### config.mk
export PLATFORM = sky130hd
export DESIGN_NAME = fft_sequencer_flat
export DESIGN_NICKNAME = d
export VERILOG_FILES = /design/src/rtl/fft_sequencer_if.sv /design/src/rtl/fft_sequencer.sv /design/src/flat_wrapper.sv
export SDC_FILE = /design/constraint.sdc
export NUM_CORES = 1
export LEC_CHECK = 0
export ABC_AREA = 1
export BUFFER_PORTS_ARGS = -buffer_cell sky130_fd_sc_hd__buf_2
export CORE_UTILIZATION = 61
export CTS_CLUSTER_SIZE = 30
export DETAILED_ROUTE_END_ITERATION = 10
export MAX_ROUTING_LAYER = met4
export PLACE_DENSITY = 0.91
export RECOVER_POWER = 50
export SKIP_CTS_REPAIR_TIMING = 1
export SYNTH_ARGS = -nofsm -noshare
export SYNTH_HDL_FRONTEND = slang
export SYNTH_SLANG_ARGS = --single-unit
### constraint.sdc
create_clock -name clk -period 4.1 [get_ports clk]
set_clock_uncertainty 0.05 [all_clocks]
set_input_delay 0.82 -clock clk [delete_from_list [all_inputs] [get_ports clk]]
set_output_delay 0.82 -clock clk [all_outputs]
set_load 0.005 [all_outputs]
### src/rtl/fft_sequencer_if.sv
// Handshake and address bundle between the FFT sequencer and the butterfly datapath/bank.
interface fft_sequencer_if #(
  parameter int LOG2_N = 6
);
  localparam int SW = (LOG2_N > 1) ? $clog2(LOG2_N) : 1;

  logic              start;
  logic              abort;
  logic              bfly_ready;
  logic              load_en;
  logic              bfly_valid;
  logic [LOG2_N-1:0] idx_a;
  logic [LOG2_N-1:0] idx_b;
  logic [LOG2_N-2:0] tw_idx;
  logic [SW-1:0]     stage;
  logic              busy;
  logic              done;

  modport master (
    input  start, abort, bfly_ready,
    output load_en, bfly_valid, idx_a, idx_b, tw_idx, stage, busy, done
  );

  modport slave (
    output start, abort, bfly_ready,
    input  load_en, bfly_valid, idx_a, idx_b, tw_idx, stage, busy, done
  );
endinterface

### src/rtl/fft_sequencer.sv
// Control FSM and butterfly address generator for an in-place radix-2 DIT FFT register bank.
//
// state  | meaning
// S_IDLE | waiting for start
// S_LOAD | one-cycle load_en pulse into the bank
// S_RUN  | issuing butterflies of the current stage, one per accepted handshake
// S_GAP  | write-back drain after a stage's last butterfly
// S_DONE | one-cycle completion pulse
module fft_sequencer #(
  parameter int N_POINTS  = 64,
  parameter int LOG2_N    = 6,
  parameter int STAGE_GAP = 2
) (
  input logic             clk,
  input logic             rst,
  fft_sequencer_if.master bus
);

  localparam int SW = (LOG2_N > 1) ? $clog2(LOG2_N) : 1;
  localparam int KW = LOG2_N - 1;
  localparam int GW = (STAGE_GAP > 1) ? $clog2(STAGE_GAP) : 1;
  localparam int AW = 3 * LOG2_N - 1;

  localparam logic [KW-1:0] K_LAST     = KW'(N_POINTS / 2 - 1);
  localparam logic [SW-1:0] LAST_STAGE = SW'(LOG2_N - 1);
  localparam logic [GW-1:0] GAP_LOAD   = GW'((STAGE_GAP > 0) ? STAGE_GAP - 1 : 0);

  typedef enum logic [2:0] {
    S_IDLE,
    S_LOAD,
    S_RUN,
    S_GAP,
    S_DONE
  } state_t;

  state_t          state, state_nxt;
  logic [KW-1:0]   k, k_nxt;
  logic [SW-1:0]   stage_q, stage_nxt;
  logic [GW-1:0]   gap_cnt, gap_nxt;
  logic [AW-1:0]   addr_nxt;

  logic              load_en_q;
  logic              valid_q;
  logic              busy_q;
  logic              done_q;
  logic [LOG2_N-1:0] idx_a_q;
  logic [LOG2_N-1:0] idx_b_q;
  logic [KW-1:0]     tw_q;

  // grp<<(s+1) equals (k with its low s bits cleared)<<1, so no variable right shift is needed.
  function automatic logic [AW-1:0] bfly_addr(input logic [KW-1:0] kin, input logic [SW-1:0] s);
    logic [LOG2_N-1:0] kx;
    logic [LOG2_N-1:0] mask;
    logic [LOG2_N-1:0] pos;
    logic [LOG2_N-1:0] a;
    logic [LOG2_N-1:0] b;
    logic [KW-1:0]     tw;
    kx   = {1'b0, kin};
    mask = (LOG2_N'(1) << s) - LOG2_N'(1);
    pos  = kx & mask;
    a    = ((kx & ~mask) << 1) | pos;
    b    = a + (LOG2_N'(1) << s);
    tw   = KW'(pos << (LAST_STAGE - s));
    return {a, b, tw};
  endfunction

  always_ff @(negedge clk or negedge rst) begin
    if (!rst) begin
      state     <= S_IDLE;
      k         <= '0;
      stage_q   <= '0;
      gap_cnt   <= '0;
      load_en_q <= 1'b0;
      valid_q   <= 1'b0;
      busy_q    <= 1'b0;
      done_q    <= 1'b0;
      idx_a_q   <= '0;
      idx_b_q   <= '0;
      tw_q      <= '0;
    end else begin
      state     <= state_nxt;
      k         <= k_nxt;
      stage_q   <= stage_nxt;
      gap_cnt   <= gap_nxt;
      load_en_q <= (state_nxt == S_LOAD);
      valid_q   <= (state_nxt == S_RUN);
      busy_q    <= (state_nxt != S_IDLE);
      done_q    <= (state_nxt == S_DONE);
      {idx_a_q, idx_b_q, tw_q} <= addr_nxt;
    end
  end

  always_comb begin
    state_nxt = state;
    k_nxt     = k;
    stage_nxt = stage_q;
    gap_nxt   = gap_cnt;
    case (state)
      S_IDLE: begin
        if (bus.start) state_nxt = S_LOAD;
      end
      S_LOAD: begin
        state_nxt = S_RUN;
        k_nxt     = '0;
        stage_nxt = '0;
      end
      S_RUN: begin
        if (bus.bfly_ready) begin
          if (k == K_LAST) begin
            k_nxt = '0;
            if (STAGE_GAP > 0) begin
              state_nxt = S_GAP;
              gap_nxt   = GAP_LOAD;
            end else if (stage_q == LAST_STAGE) begin
              state_nxt = S_DONE;
            end else begin
              stage_nxt = stage_q + 1'b1;
            end
          end else begin
            k_nxt = k + 1'b1;
          end
        end
      end
      S_GAP: begin
        if (gap_cnt == '0) begin
          if (stage_q == LAST_STAGE) begin
            state_nxt = S_DONE;
          end else begin
            state_nxt = S_RUN;
            stage_nxt = stage_q + 1'b1;
          end
        end else begin
          gap_nxt = gap_cnt - 1'b1;
        end
      end
      S_DONE: begin
        state_nxt = S_IDLE;
        stage_nxt = '0;
        k_nxt     = '0;
      end
      default: state_nxt = S_IDLE;
    endcase

    // Abort wins over the handshake and, in IDLE, over a simultaneous start.
    if (bus.abort) begin
      state_nxt = S_IDLE;
      k_nxt     = '0;
      stage_nxt = '0;
      gap_nxt   = '0;
    end

    addr_nxt = (state_nxt == S_RUN) ? bfly_addr(k_nxt, stage_nxt) : '0;
  end

  assign bus.load_en    = load_en_q;
  assign bus.bfly_valid = valid_q;
  assign bus.busy       = busy_q;
  assign bus.done       = done_q;
  assign bus.idx_a      = idx_a_q;
  assign bus.idx_b      = idx_b_q;
  assign bus.tw_idx     = tw_q;
  assign bus.stage      = stage_q;

endmodule
### src/flat_wrapper.sv
// flat-port wrapper written by rule: the top's interface ports become plain ports
module fft_sequencer_flat 
#(
  parameter int N_POINTS  = 64,
  parameter int LOG2_N    = 6,
  parameter int STAGE_GAP = 2
)
  (clk, rst, bus_start, bus_abort, bus_bfly_ready, bus_load_en, bus_bfly_valid, bus_idx_a, bus_idx_b, bus_tw_idx, bus_stage, bus_busy, bus_done);
  fft_sequencer_if #(.LOG2_N(LOG2_N)) bus_i ();
  input logic clk;
  input logic rst;
  input wire logic [$bits(bus_i.start)-1:0] bus_start;
  input wire logic [$bits(bus_i.abort)-1:0] bus_abort;
  input wire logic [$bits(bus_i.bfly_ready)-1:0] bus_bfly_ready;
  output wire logic [$bits(bus_i.load_en)-1:0] bus_load_en;
  output wire logic [$bits(bus_i.bfly_valid)-1:0] bus_bfly_valid;
  output wire logic [$bits(bus_i.idx_a)-1:0] bus_idx_a;
  output wire logic [$bits(bus_i.idx_b)-1:0] bus_idx_b;
  output wire logic [$bits(bus_i.tw_idx)-1:0] bus_tw_idx;
  output wire logic [$bits(bus_i.stage)-1:0] bus_stage;
  output wire logic [$bits(bus_i.busy)-1:0] bus_busy;
  output wire logic [$bits(bus_i.done)-1:0] bus_done;
  assign bus_i.start = bus_start;
  assign bus_i.abort = bus_abort;
  assign bus_i.bfly_ready = bus_bfly_ready;
  assign bus_load_en = bus_i.load_en;
  assign bus_bfly_valid = bus_i.bfly_valid;
  assign bus_idx_a = bus_i.idx_a;
  assign bus_idx_b = bus_i.idx_b;
  assign bus_tw_idx = bus_i.tw_idx;
  assign bus_stage = bus_i.stage;
  assign bus_busy = bus_i.busy;
  assign bus_done = bus_i.done;
  fft_sequencer #(.N_POINTS(N_POINTS), .LOG2_N(LOG2_N), .STAGE_GAP(STAGE_GAP)) u_core (.clk(clk), .rst(rst), .bus(bus_i));
endmodule
=== Yosys cells after proc, flatten, opt, wreduce, memory -nomap -nowiden ===
Index checks and enable logic that the tools add are counted.

* Output and inout port bits: 24
* Logic and storage cells: 60
* Register bits: 33
* Input port bits: 5

* $add $sub $neg: 6
* Multiplexer cells: 21
* Reductions and logical operators: 5
* Shifts and indexed selects: 2
* Bitwise operators: 4
* Equal/unequal tests: 11

{| class="wikitable"
|+ Operators by type and width
! cell !! count
|-
| $mux 3 || 9
|-
| $mux 17 || 1
|-
| $mux 5 || 3
|-
| $pmux 3 s4 || 1
|-
| $pmux 5 s2 || 1
|-
| $eq 3x2->1 const B || 3
|-
| $eq 3x3->1 const B || 3
|-
| $add 6x6->6 || 1
|-
| $and 5x6->6 || 1
|-
| $eq 3x1->1 const B || 2
|-
| $or 6x6->6 || 1
|-
| $pmux 3 s2 || 1
|-
| $reduce_bool 3->1 || 2
|-
| $shl 1x3->6 const A || 1
|-
| $shl 6x3->5 || 1
|-
| $sub 6x2->6 const B || 1
|-
| $add 5x1->5 const B || 1
|-
| $and 5x5->5 || 1
|-
| $eq 5x5->1 const B || 1
|-
| $not 5->5 || 1
|-
| $mux 1 || 4
|-
| $add 3x1->3 const B || 1
|-
| $logic_not 3->1 || 1
|-
| $ne 3x2->1 const B || 1
|-
| 6 further kinds || 6
|}

=== Longest topological paths before layout ===
Gate-level depths: netlist (run 1).

* Depth after elaboration: 12
* Mapped depth: 22
* Depth with buffers taken out: 22

==> results of run 1 <==
## power by group through the flow
stage,Combinational (mW),Sequential (mW),Clock (mW)
global placement,0.179,0.357,0
global route,0.251,0.355,0.324
floorplan,0.110,0.357,0
detailed placement,0.188,0.358,0
finish,0.239,0.354,0.307
CTS,0.190,0.352,0.308
## per-stage QoR
| stage | worst slack (ns) | std cells |
|---|---|---|
| after global placement | -0.606 | 350 |
| after floorplan | -0.545 | 239 |
| final | -0.446 | 369 |
| after detailed placement | -0.689 | 350 |
| after global routing | -0.516 | 369 |
| after CTS | -0.340 | 358 |
## path summary, 6_finish.rpt
path,end,cells past startpoint
min,u_core.gap_cnt,2
max reg2reg,u_core.bus.idx_b[4],23
min reg2reg,u_core.gap_cnt,2
max,u_core.bus.idx_b[4],19
max in group asynchronous,u_core.k[4],2
min in group asynchronous,u_core.bus.idx_b[0],2
## worst min-delay path, cell delays in order, from the launching register on
cell	delay, ns
dfrtn_1	0.49
a31oi_1	0.09
nor3_1	0.21
## cell usage in the layout, fill, tap and decap left out, drive strengths merged, types with 3 or more instances in the layout
| cell | n |
|---|---|
| buf | 80 |
| nand2 | 58 |
| nor2 | 39 |
| dfrtn | 33 |
| inv | 33 |
| nand3 | 22 |
| a21oi | 12 |
| o21ai | 12 |
| ha | 8 |
| nand4 | 6 |
| clkbuf | 6 |
| nor3 | 3 |
## flip-flops by register name, summed over array words and instances, names as in the netlist
signal / count
u_core.bus.idx_a: 6
u_core.bus.idx_b: 6
u_core.bus.tw_idx: 5
u_core.k: 5
u_core.bus.stage: 3
u_core.state: 3
u_core.bus.bfly_valid: 1
u_core.bus.busy: 1
u_core.bus.done: 1
u_core.bus.load_en: 1
u_core.gap_cnt: 1
## layer usage
metal / GRT usage, % / vias to the layer above
met2: 53.1 / 184
met1: 39.1 / 1062
met4: 22.8 / 0
li1: - / 935
met5: - / -
met3: 9.01 / 73
## cells by family (layout without fill, tap and decap cells)
kind of cell,after synthesis,after routing,synth area share [%]
other cells,1,1,0.190
compound gates,28,28,8.80
simple gates,131,131,35.7
buf+inv,37,123,8.04
flops,33,33,41.8
xor+xnor,1,1,0.443
fa+ha+maj,8,8,5.06
## layout make-up
type | count | area [um2]
Multi-Input combinational cell | 169 | 1140
Sequential cell | 33 | 826
Timing Repair Buffer | 81 | 591
Fill cell | 107 | 193
Inverter | 34 | 149
Clock inverter | 3 | 65.1
Tap cell | 44 | 55.1
Clock buffer | 5 | 37.5
==> impl_summary.log, run 1 <==
INFO  metric status = finished with violations
INFO  metric failed_checks = setup timing
INFO  metric switching_power = 0.274 mW
INFO  metric antenna_found_initial = 0
INFO  metric synthDominantAreaCellType = dfrtn_1
INFO  metric drcViolationCount = 0
INFO  metric place_area = ~2500 um2
INFO  metric flow.area_growth_from_synthesis = 44.7%
INFO  metric total_leakage_power = 1.64 nW
INFO  metric timing.final.setup_violations = 6
INFO  metric switching_fraction_of_total_power = between 30% and 40%
INFO  metric share_seq_of_total_power = between 30% and 40%
INFO  metric slew_viol_final = 0
INFO  metric report.final.hold_viol_count = 0
INFO  metric cpMaxStageDelayCell = ha_4
INFO  metric irDropWorstVdd = roughly 0.00039 V
INFO  metric total_power = 0.900 mW
INFO  metric timing.critical_path.to_type = flip-flop
INFO  metric rsz0062_at_grt = yes
INFO  metric dr.pass1.iters = 6
INFO  metric cp_data_required_time = 2.20 ns
INFO  metric dr_total_vias = 2254
INFO  metric final_nets = 337
INFO  metric io_buffers = 28
INFO  metric worst-endpoint-arrival = 2.65 ns
INFO  metric whs = 0.694 ns
INFO  metric timing.critical_path.from = bus_bfly_ready
INFO  metric synth_area_per_cell = 8.27 um2
INFO  metric synth.yosys.warnings = 0
INFO  metric clock_tree_from_tritoncts = done
INFO  metric fp.dieW = roughly 60 um
INFO  metric clk_path_buf_depth = 2
INFO  metric routability_congestion_estimate_from_global_placement = 0.887
INFO  metric place.detailed.hpwl = 3810 um
INFO  metric share_clk_of_total_power = 34.2%
INFO  metric post_synth_inst_count = around 240
INFO  metric netlist-cell-type-count = 34
INFO  metric edff_count_synth = 0
INFO  metric routed_wl = 7370 um
INFO  metric initial_core_util = roughly two thirds
INFO  metric finalSetupTns = -1.25 ns
INFO  metric critical_path.reg2reg.startpoint = u_core.k[0]
INFO  metric seq_area_frac_synth = approximately two fifths
INFO  metric dr_wl_met3 = a little under 700 um
INFO  metric synth.cells.most_frequent = nand2_1, dfrtn_1, nor2_1
INFO  metric total_routed_wire_length_on_the_met1_layer = 2670 um
INFO  metric globalRouteOverflowTotal = 0
INFO  metric top_layer = met4
INFO  metric synthMostInstantiatedCell = nand2_1
INFO  metric cp_num_buf_inv = 4
INFO  metric yosys_register_bits = 33
INFO  metric slowest_delay = 0.24 ns
INFO  metric met2_wl = 3480 um
INFO  metric worstSetupPathType = in2reg
INFO  metric synth.top_cells.by_area = dfrtn_1, nand2_1, nor2_1
INFO  metric finish.instance_area = 2860 um2
INFO  metric drt_iter0_markers = 365
INFO  metric wl_per_cell = 20.0 um
INFO  metric layout-drive-gt1-share = 49.8%
INFO  metric crit_path_start_kind = input pin
INFO  metric grt_start_max_net_pins = 34
INFO  metric fp.coreArea = between 3000 and 4000 um2
INFO  metric hold_path_class = reg2reg
INFO  metric intPower = 0.626 mW
INFO  metric maxCapViolCount = 0
INFO  metric max-slew-margin-rel = 48.7%
INFO  metric worst_hold_startpoint = u_core.gap_cnt
INFO  metric ys.flop_type = dfrtn_1
INFO  metric postLayoutCoreUtil = 93.7%
INFO  metric final_antenna_net_count = 0
INFO  metric num_rows = 20
INFO  metric n_antenna_cell = 0
INFO  metric syn-cell-area = 1980 um2
INFO  metric io_pins = 29
INFO  metric global_route.usage.total = 34.3%
INFO  metric power-per-cell-area = ~310 nW/um2
INFO  metric worst_setup_hold_path_clk_slew = 0.08 ns
INFO  metric worst_max_slew_pin_slew = between 0.7 and 0.8 ns
INFO  metric cp_cell_sequence = buf_8, nand2_2, nor2_2, nand2_1, nand2_1, nand2_1, nand2_1, nor2_2, nand2_2, o21a_1, inv_2, ha_4, nand2_2, inv_2, nor2_4, inv_2, a21oi_2, xor2_1, nor2_1
INFO  metric cts_sinks = 33
INFO  metric critical-path-top-delay-family = simple AND/OR/NAND/NOR gates
INFO  metric cp_common_cell = nand2_1
INFO  metric root_buffer_cell = clkbuf_4
INFO  metric clock_insertion_delay_worst_skew = 0.34 ns
INFO  metric global_route_wire_length_before_repair = ~8400 um
INFO  metric grt_pass1_vias = 1899
INFO  metric design.die.area = between 3000 and 4000 um2
INFO  metric die_h = 58.9 um
INFO  metric path_max_fanout = 4
INFO  metric post_syn_nets = 252
INFO  metric tritoncts.num_buffers = 5
INFO  metric r2r_setup_slack = 0.98 ns
INFO  metric vias_per_cell = 6.11
INFO  metric comb_power_share = 26.5%
INFO  metric cts_htree_levels = 2
INFO  metric synth_async_sr_flop_share = 100%
INFO  metric netlist.area_leader.share = 41.8%
INFO  metric worst_slack = -0.446 ns
Note: power is estimated with default switching activity, not from simulation.
==> inputs of run 2 (changes only) <==
--- a/config.mk
+++ b/config.mk
@@ -7,11 +7,13 @@
 export LEC_CHECK = 0
 export ABC_AREA = 1
 export BUFFER_PORTS_ARGS = -buffer_cell sky130_fd_sc_hd__buf_2
-export CORE_UTILIZATION = 61
+export CORE_MARGIN = 10
+export CORE_UTILIZATION = 63
+export CTS_BUF_LIST = sky130_fd_sc_hd__clkbuf_8
 export CTS_CLUSTER_SIZE = 30
 export DETAILED_ROUTE_END_ITERATION = 10
 export MAX_ROUTING_LAYER = met4
-export PLACE_DENSITY = 0.91
+export PLACE_DENSITY = 0.94
 export RECOVER_POWER = 50
 export SKIP_CTS_REPAIR_TIMING = 1
 export SYNTH_ARGS = -nofsm -noshare
==> impl_summary.log, run 2 (synthesis gave the netlist of run 1 again) <==
INFO  metric status = finished with violations
INFO  metric failed_checks = setup timing
INFO  metric initial_core_util = 65.3% (+0.54 points)
INFO  metric die_h = 76.0 um (+29%)
INFO  metric cts_sinks = 33 (unchanged)
INFO  metric clk_path_buf_depth = 2 (unchanged)
INFO  metric io_pins = 29 (unchanged)
INFO  metric maxCapViolCount = 0 (unchanged)
INFO  metric max-slew-margin-rel = 47.3% (-1.4 points)
INFO  metric num_rows = 20 (unchanged)
INFO  metric worstSetupPathType = in2reg
INFO  metric layout-drive-gt1-share = 44.8% (-5.1 points)
INFO  metric fp.dieW = 76.0 um (+29%)
INFO  metric clock_tree_from_tritoncts = done
INFO  metric drt_iter0_markers = 410 (+12%)
INFO  metric dr_total_vias = 2274 (+0.89%)
INFO  metric crit_path_start_kind = input pin
INFO  metric irDropWorstVdd = 0.000400 V (+2.4%)
INFO  metric globalRouteOverflowTotal = 0 (unchanged)
INFO  metric slowest_delay = 0.25 ns (about the same)
INFO  metric path_max_fanout = 7 (+3)
INFO  metric dr.pass1.iters = 5 (-1)
INFO  metric slew_viol_final = 0 (unchanged)
INFO  metric total_leakage_power = 1.62 nW (-1.1%)
INFO  metric drcViolationCount = 0 (unchanged)
INFO  metric tritoncts.num_buffers = 5 (unchanged)
INFO  metric worst_max_slew_pin_slew = 0.790 ns (+0.0206 ns)
INFO  metric rsz0062_at_grt = yes
INFO  metric flow.area_growth_from_synthesis = 43.4%
INFO  metric design.die.area = 5780 um2 (+66%)
INFO  metric clock_insertion_delay_worst_skew = 0.30 ns (-0.04 ns)
INFO  metric vias_per_cell = 6.18 (+1.2%)
INFO  metric worst_slack = -0.631 ns (-0.185 ns)
INFO  metric place.detailed.hpwl = 4000 um (+5.2%)
INFO  metric fp.coreArea = 3030 um2 (-0.82%)
INFO  metric root_buffer_cell = clkbuf_8
INFO  metric antenna_found_initial = 0 (unchanged)
INFO  metric cpMaxStageDelayCell = ha_4
INFO  metric dp_worst_setup_slack = -0.750 ns (-0.0618 ns)
INFO  metric final_nets = 336 (-0.30%)
INFO  metric grtUsageMet2 = 30.4% (-23 points)
INFO  metric placedCellCount = 350 (unchanged)
INFO  metric holdPathStages = 3 (+1)
INFO  metric global_route_wire_length_before_repair = 8780 um (+3.9%)
INFO  metric most_common_library_cell_in_the_layout_ignoring_fill_and_taps = nand2_1
INFO  metric worst_setup_hold_path_clk_slew = 0.05 ns (-0.03 ns)
INFO  metric wl_per_cell = 20.3 um (+1.7%)
INFO  metric routability_congestion_estimate_from_global_placement = 0.960 (+8.2%)
INFO  metric n_antenna_cell = 0 (unchanged)
INFO  metric gr-usage-met3 = 5.78% (-3.2 points)
INFO  metric layout.cells.most_common_list = nand2_1, buf_4, dfrtn_1
INFO  metric whs = 0.659 ns (-0.0351 ns)
INFO  metric global_route.usage.total = 18.6% (-16 points)
INFO  metric grt_pass1_vias = 2010 (+5.8%)
INFO  metric instances_no_fill = 368 (-0.27%)
INFO  metric global_route.peak_usage_layer = met2
INFO  metric cp_data_required_time = 2.14 ns (-0.06 ns)
INFO  metric report.final.hold_viol_count = 0 (unchanged)
INFO  metric hold_path_class = reg2reg
INFO  metric timing.reg2reg.worst_path_depth = 22 (-4.3%)
INFO  metric met1_usage = 19.4% (-20 points)
INFO  metric routed_wl = 7470 um (+1.4%)
INFO  metric power-per-cell-area = 321 nW/um2 (+1.9%)
INFO  metric grt_start_max_net_pins = 34 (unchanged)
INFO  metric final_antenna_net_count = 0 (unchanged)
INFO  metric timing.critical_path.to_type = flip-flop
INFO  metric cp_common_cell = nand2_1
INFO  metric timing.final.setup_violations = 6 (unchanged)
INFO  metric io_buffers = 28 (unchanged)
INFO  metric cts_htree_levels = 2 (unchanged)
INFO  metric worst-endpoint-arrival = 2.77 ns (+0.12 ns)
INFO  metric cp_cell_sequence = buf_12, nand2_1, nor2_1, nand2_1, nand2_1, nand2_1, nand2_1, nor2_2, nand2_1, o21a_1, inv_2, ha_4, nand2_2, inv_2, nor2_2, inv_2, a21oi_2, xor2_1, nor2_1
[run 2: cell count changes in the layout (fill, tap and decap cells not counted), moves of 2 or more]
| cell | delta |
|---|---|
| o21ai_2 | -2 |
| clkbuf_4 | -5 |
| nor2_1 | +2 |
| nand2_1 | +9 |
| nand2_2 | -8 |
| clkbuf_8 | +6 |
[run 2: path summary, 6_finish.rpt]
kind | startpoint | end | slack, ns
max | bus_bfly_ready | u_core.bus.idx_b[4] | -0.63
min | u_core.k[2] | u_core.k[2] | 0.66
max reg2reg | u_core.k[0] | u_core.bus.idx_b[4] | 1.00
min reg2reg | u_core.k[2] | u_core.k[2] | 0.66
max in group asynchronous | rst | u_core.bus.idx_a[4] | 0.90
min in group asynchronous | rst | u_core.gap_cnt | 2.57
[run 2: layout make-up]
cell class / count / area [um2]
multi-input combinational: 169 / 1100
tap: 44 / 55.1
sequential: 33 / 826
clock buffer: 6 / 82.6
fill: 105 / 194
timing repair buffer: 80 / 588
clock inverter: 2 / 33.8
inverter: 34 / 149
[run 2: where the power goes]
group / leakage (nW) / internal [mW] / switching [mW]
registers: 0.454 / 0.342 / 0.0114
clock network: 0.0626 / 0.196 / 0.121
logic: 1.11 / 0.0983 / 0.141
[run 2: worst max-delay path: cells and delay by family]
kind                       cells  cell delay [ns]
AOI/OAI and AO/OA              2             0.33
and+or+nand+nor               11             0.87
adders and majority gates      1             0.25
buffers and inverters          4             0.26
xor gates and xnor gates       1             0.22
[run 2: metrics by stage]
step	util [%]	cell area [um2]	total power, mW	setup TNS, ns
after floorplan	-	2040	0.467	-1.37
after global placement	83.4	2520	0.542	-3.41
after detailed placement	83.4	2520	0.551	-4.27
after CTS	87.2	2640	0.861	-1.38
after global routing	93.6	2830	0.937	-2.70
final	93.6	2830	0.909	-2.18
[run 2: layer usage]
metal | wire (um) | vias to the layer above | part of all wire, %
li1 | - | 936 | -
met1 | 2690 | 1069 | 36
met2 | 3550 | 207 | 48
met4 | 409 | 0 | 5.5
met3 | 822 | 62 | 11
met5 | 0 | - | 0
==> inputs of run 3 (changes only) <==
--- a/config.mk
+++ b/config.mk
@@ -8,12 +8,12 @@
 export ABC_AREA = 1
 export BUFFER_PORTS_ARGS = -buffer_cell sky130_fd_sc_hd__buf_2
 export CORE_MARGIN = 10
-export CORE_UTILIZATION = 63
+export CORE_UTILIZATION = 59
 export CTS_BUF_LIST = sky130_fd_sc_hd__clkbuf_8
 export CTS_CLUSTER_SIZE = 30
 export DETAILED_ROUTE_END_ITERATION = 10
 export MAX_ROUTING_LAYER = met4
-export PLACE_DENSITY = 0.94
+export PLACE_DENSITY = 0.89
 export RECOVER_POWER = 50
 export SKIP_CTS_REPAIR_TIMING = 1
 export SYNTH_ARGS = -nofsm -noshare
==> constraint.sdc (replaced) <==
create_clock -name clk -period 4.9 [get_ports clk]
set_clock_uncertainty 0.05 [all_clocks]
set_input_delay 0.98 -clock clk [delete_from_list [all_inputs] [get_ports clk]]
set_output_delay 0.98 -clock clk [all_outputs]
set_load 0.005 [all_outputs]
==> impl_summary.log, run 3 (synthesis gave the netlist of run 1 again) <==
INFO  metric die_h = 77.9 um (+2.5%)
INFO  metric path_max_fanout = 5 (-2)
INFO  metric grt_pass1_vias = 1865 (-7.2%)
INFO  metric cts_sinks = 33 (unchanged)
INFO  metric drcViolationCount = 0 (unchanged)
INFO  metric routed_wl = 6340 um (-15%)
INFO  metric dp_worst_setup_slack = -0.487 ns (+0.263 ns)
INFO  metric failed_checks = capacitance limit, slew limit, setup timing
INFO  metric root_buffer_cell = clkbuf_8
INFO  metric dr_total_vias = 2055 (-9.6%)
INFO  metric design.die.area = 6070 um2 (+5.0%)
INFO  metric critical_path.reg2reg.startpoint = u_core.bus.stage[1]
INFO  metric timing.critical_path.from = bus_abort
INFO  metric worstSetupPathType = in2reg
INFO  metric max-slew-margin-rel = -13.7% (-61 points)
INFO  metric routability_congestion_estimate_from_global_placement = 0.898 (-6.4%)
INFO  metric flow.area_growth_from_synthesis = 35.8%
INFO  metric rsz0062_at_grt = yes
INFO  metric grt_start_max_net_pins = 34 (unchanged)
INFO  metric worst_slack = -0.174 ns (+0.458 ns)
INFO  metric wl_per_cell = 17.7 um (-13%)
INFO  metric worst-endpoint-arrival = 2.72 ns (-0.05 ns)
INFO  metric slew_viol_final = 34 (+34)
INFO  metric layout.cells.most_common_list = nand2_1, buf_4, dfrtn_1
INFO  metric clock_tree_from_tritoncts = done
INFO  metric final_nets = 326 (-3.0%)
INFO  metric global_route_wire_length_before_repair = 8570 um (-2.4%)
INFO  metric vias_per_cell = 5.74 (-7.1%)
INFO  metric num_rows = 20 (unchanged)
INFO  metric worst_setup_hold_path_clk_slew = 0.05 ns (about the same)
INFO  metric initial_core_util = 63.2% (-2.1 points)
INFO  metric dr.pass1.iters = 5 (unchanged)
INFO  metric timing.critical_path.to_type = flip-flop
INFO  metric status = finished with violations
INFO  metric hold_path_class = reg2reg
INFO  metric cp_data_required_time = 2.54 ns (+0.40 ns)
INFO  metric r2r_setup_slack = 1.91 ns (+0.91 ns)
INFO  metric report.final.hold_viol_count = 0 (unchanged)
INFO  metric globalRouteOverflowTotal = 0 (unchanged)
INFO  metric most_common_library_cell_in_the_layout_ignoring_fill_and_taps = nand2_1
INFO  metric drt_iter0_markers = 226 (-45%)
INFO  metric maxCapViolCount = 1 (+1)
INFO  metric irDropWorstVdd = 0.000243 V (-39%)
INFO  metric final_antenna_net_count = 0 (unchanged)
INFO  metric timing.final.setup_violations = 2 (-4)
INFO  metric clock_insertion_delay_worst_skew = 0.29 ns (about the same)
INFO  metric endpoint_with_the_worst_hold_slack = u_core.gap_cnt
INFO  metric total_leakage_power = 1.54 nW (-5.0%)
INFO  metric place.detailed.hpwl = 3640 um (-9.0%)
INFO  metric layout-drive-gt1-share = 43.0% (-1.8 points)
INFO  metric n_antenna_cell = 0 (unchanged)
INFO  metric worst_max_slew_pin_slew = 1.71 ns (+0.915 ns)
INFO  metric clk_path_buf_depth = 2 (unchanged)
INFO  metric postLayoutCoreUtil = 85.8% (-7.8 points)
INFO  metric tritoncts.num_buffers = 5 (unchanged)
INFO  metric fp.dieW = 77.9 um (+2.5%)
INFO  metric io_buffers = 28 (unchanged)
INFO  metric power-per-cell-area = 272 nW/um2 (-15%)
INFO  metric r2r_end = u_core.bus.idx_b[4]
INFO  metric holdPathStages = 2 (-1)
INFO  metric cts_htree_levels = 2 (unchanged)
INFO  metric worst_hold_startpoint = u_core.gap_cnt
INFO  metric n_fill_cell = 160 (+52%)
INFO  metric antenna_found_initial = 0 (unchanged)
INFO  metric global_route.usage.total = 17.6% (-0.96 points)
INFO  metric fp.coreArea = 3130 um2 (+3.3%)
INFO  metric timing.reg2reg.worst_path_depth = 19 (-14%)
INFO  metric crit_path_start_kind = input pin
INFO  metric io_pins = 29 (unchanged)
-- run 3: cell count changes in the layout (fill, tap and decap cells not counted), moves of 2 or more --
cell | before | now
a21oi_1 | 9 | 7
buf_12 | 2 | 0
buf_4 | 43 | 39
buf_6 | 8 | 3
inv_2 | 8 | 10
inv_4 | 3 | 1
nand2_2 | 4 | 7
nand2_4 | 8 | 6
-- run 3: per-layer routing --
metal / vias up / global-route usage [%] / share of wire [%]
li1: 914 / - / -
met1: 989 / 20.1 / 39
met2: 133 / 28.8 / 50
met3: 19 / 4.84 / 8.5
met4: 0 / 6.75 / 2.7
met5: - / - / 0
-- run 3: report_power, final --
group	total, mW	switching, mW	internal, mW
logic	0.171	0.105	0.0666
clock network	0.263	0.0997	0.164
registers	0.295	0.00934	0.286
total	0.730	0.214	0.516
-- run 3: area by class of cell --
cell class / count / area, um2 / share of cell area [%]
clock inverter: 2 / 33.8 / 1.26
tap: 44 / 55.1 / 2.05
clock buffer: 6 / 82.6 / 3.08
sequential: 33 / 826 / 30.8
timing repair buffer: 70 / 475 / 17.7
multi-input combinational: 169 / 1080 / 40.1
inverter: 34 / 136 / 5.08
-- run 3: how the worst max path moves through the flow --
stage | to | slack [ns] | cells after the start
2_1_floorplan | u_core.bus.idx_b[4] | -0.31 | 19
3_3_place_gp | u_core.bus.idx_b[4] | -0.37 | 19
3_5_place_dp | u_core.bus.idx_b[4] | -0.49 | 19
4_1_cts | u_core.bus.idx_b[4] | -0.31 | 18
5_1_grt | u_core.bus.idx_b[4] | -0.30 | 16
6_report | u_core.bus.idx_b[4] | -0.17 | 16
-- run 3: metrics by stage --
step / instance area, um2 / setup TNS [ns] / power, mW / cells / hold slack (ns)
3_5_place_dp: 2460 / -1.45 / 0.448 / 345 / 0.580
6_report: 2690 / -0.338 / 0.730 / 358 / 0.587
3_3_place_gp: 2460 / -1.17 / 0.444 / 345 / 0.540
5_1_grt: 2690 / -0.648 / 0.758 / 358 / 0.605
4_1_cts: 2570 / -0.562 / 0.710 / 353 / 0.578
2_1_floorplan: 2020 / -0.555 / 0.390 / 239 / 0.488
-- run 3: critical path, stage by stage --
cell      delay (ns)
buf_2           0.12
clkinv_4        0.07
nand3_4         0.08
nor2_4          0.13
nand2_4         0.07
buf_4           0.15
nand3_1         0.13
nand2_1         0.09
ha_1            0.23
nand2_2         0.08
inv_2           0.04
nor2_2          0.11
inv_2           0.07
a21oi_2         0.12
xor2_1          0.15
nor2_1          0.07
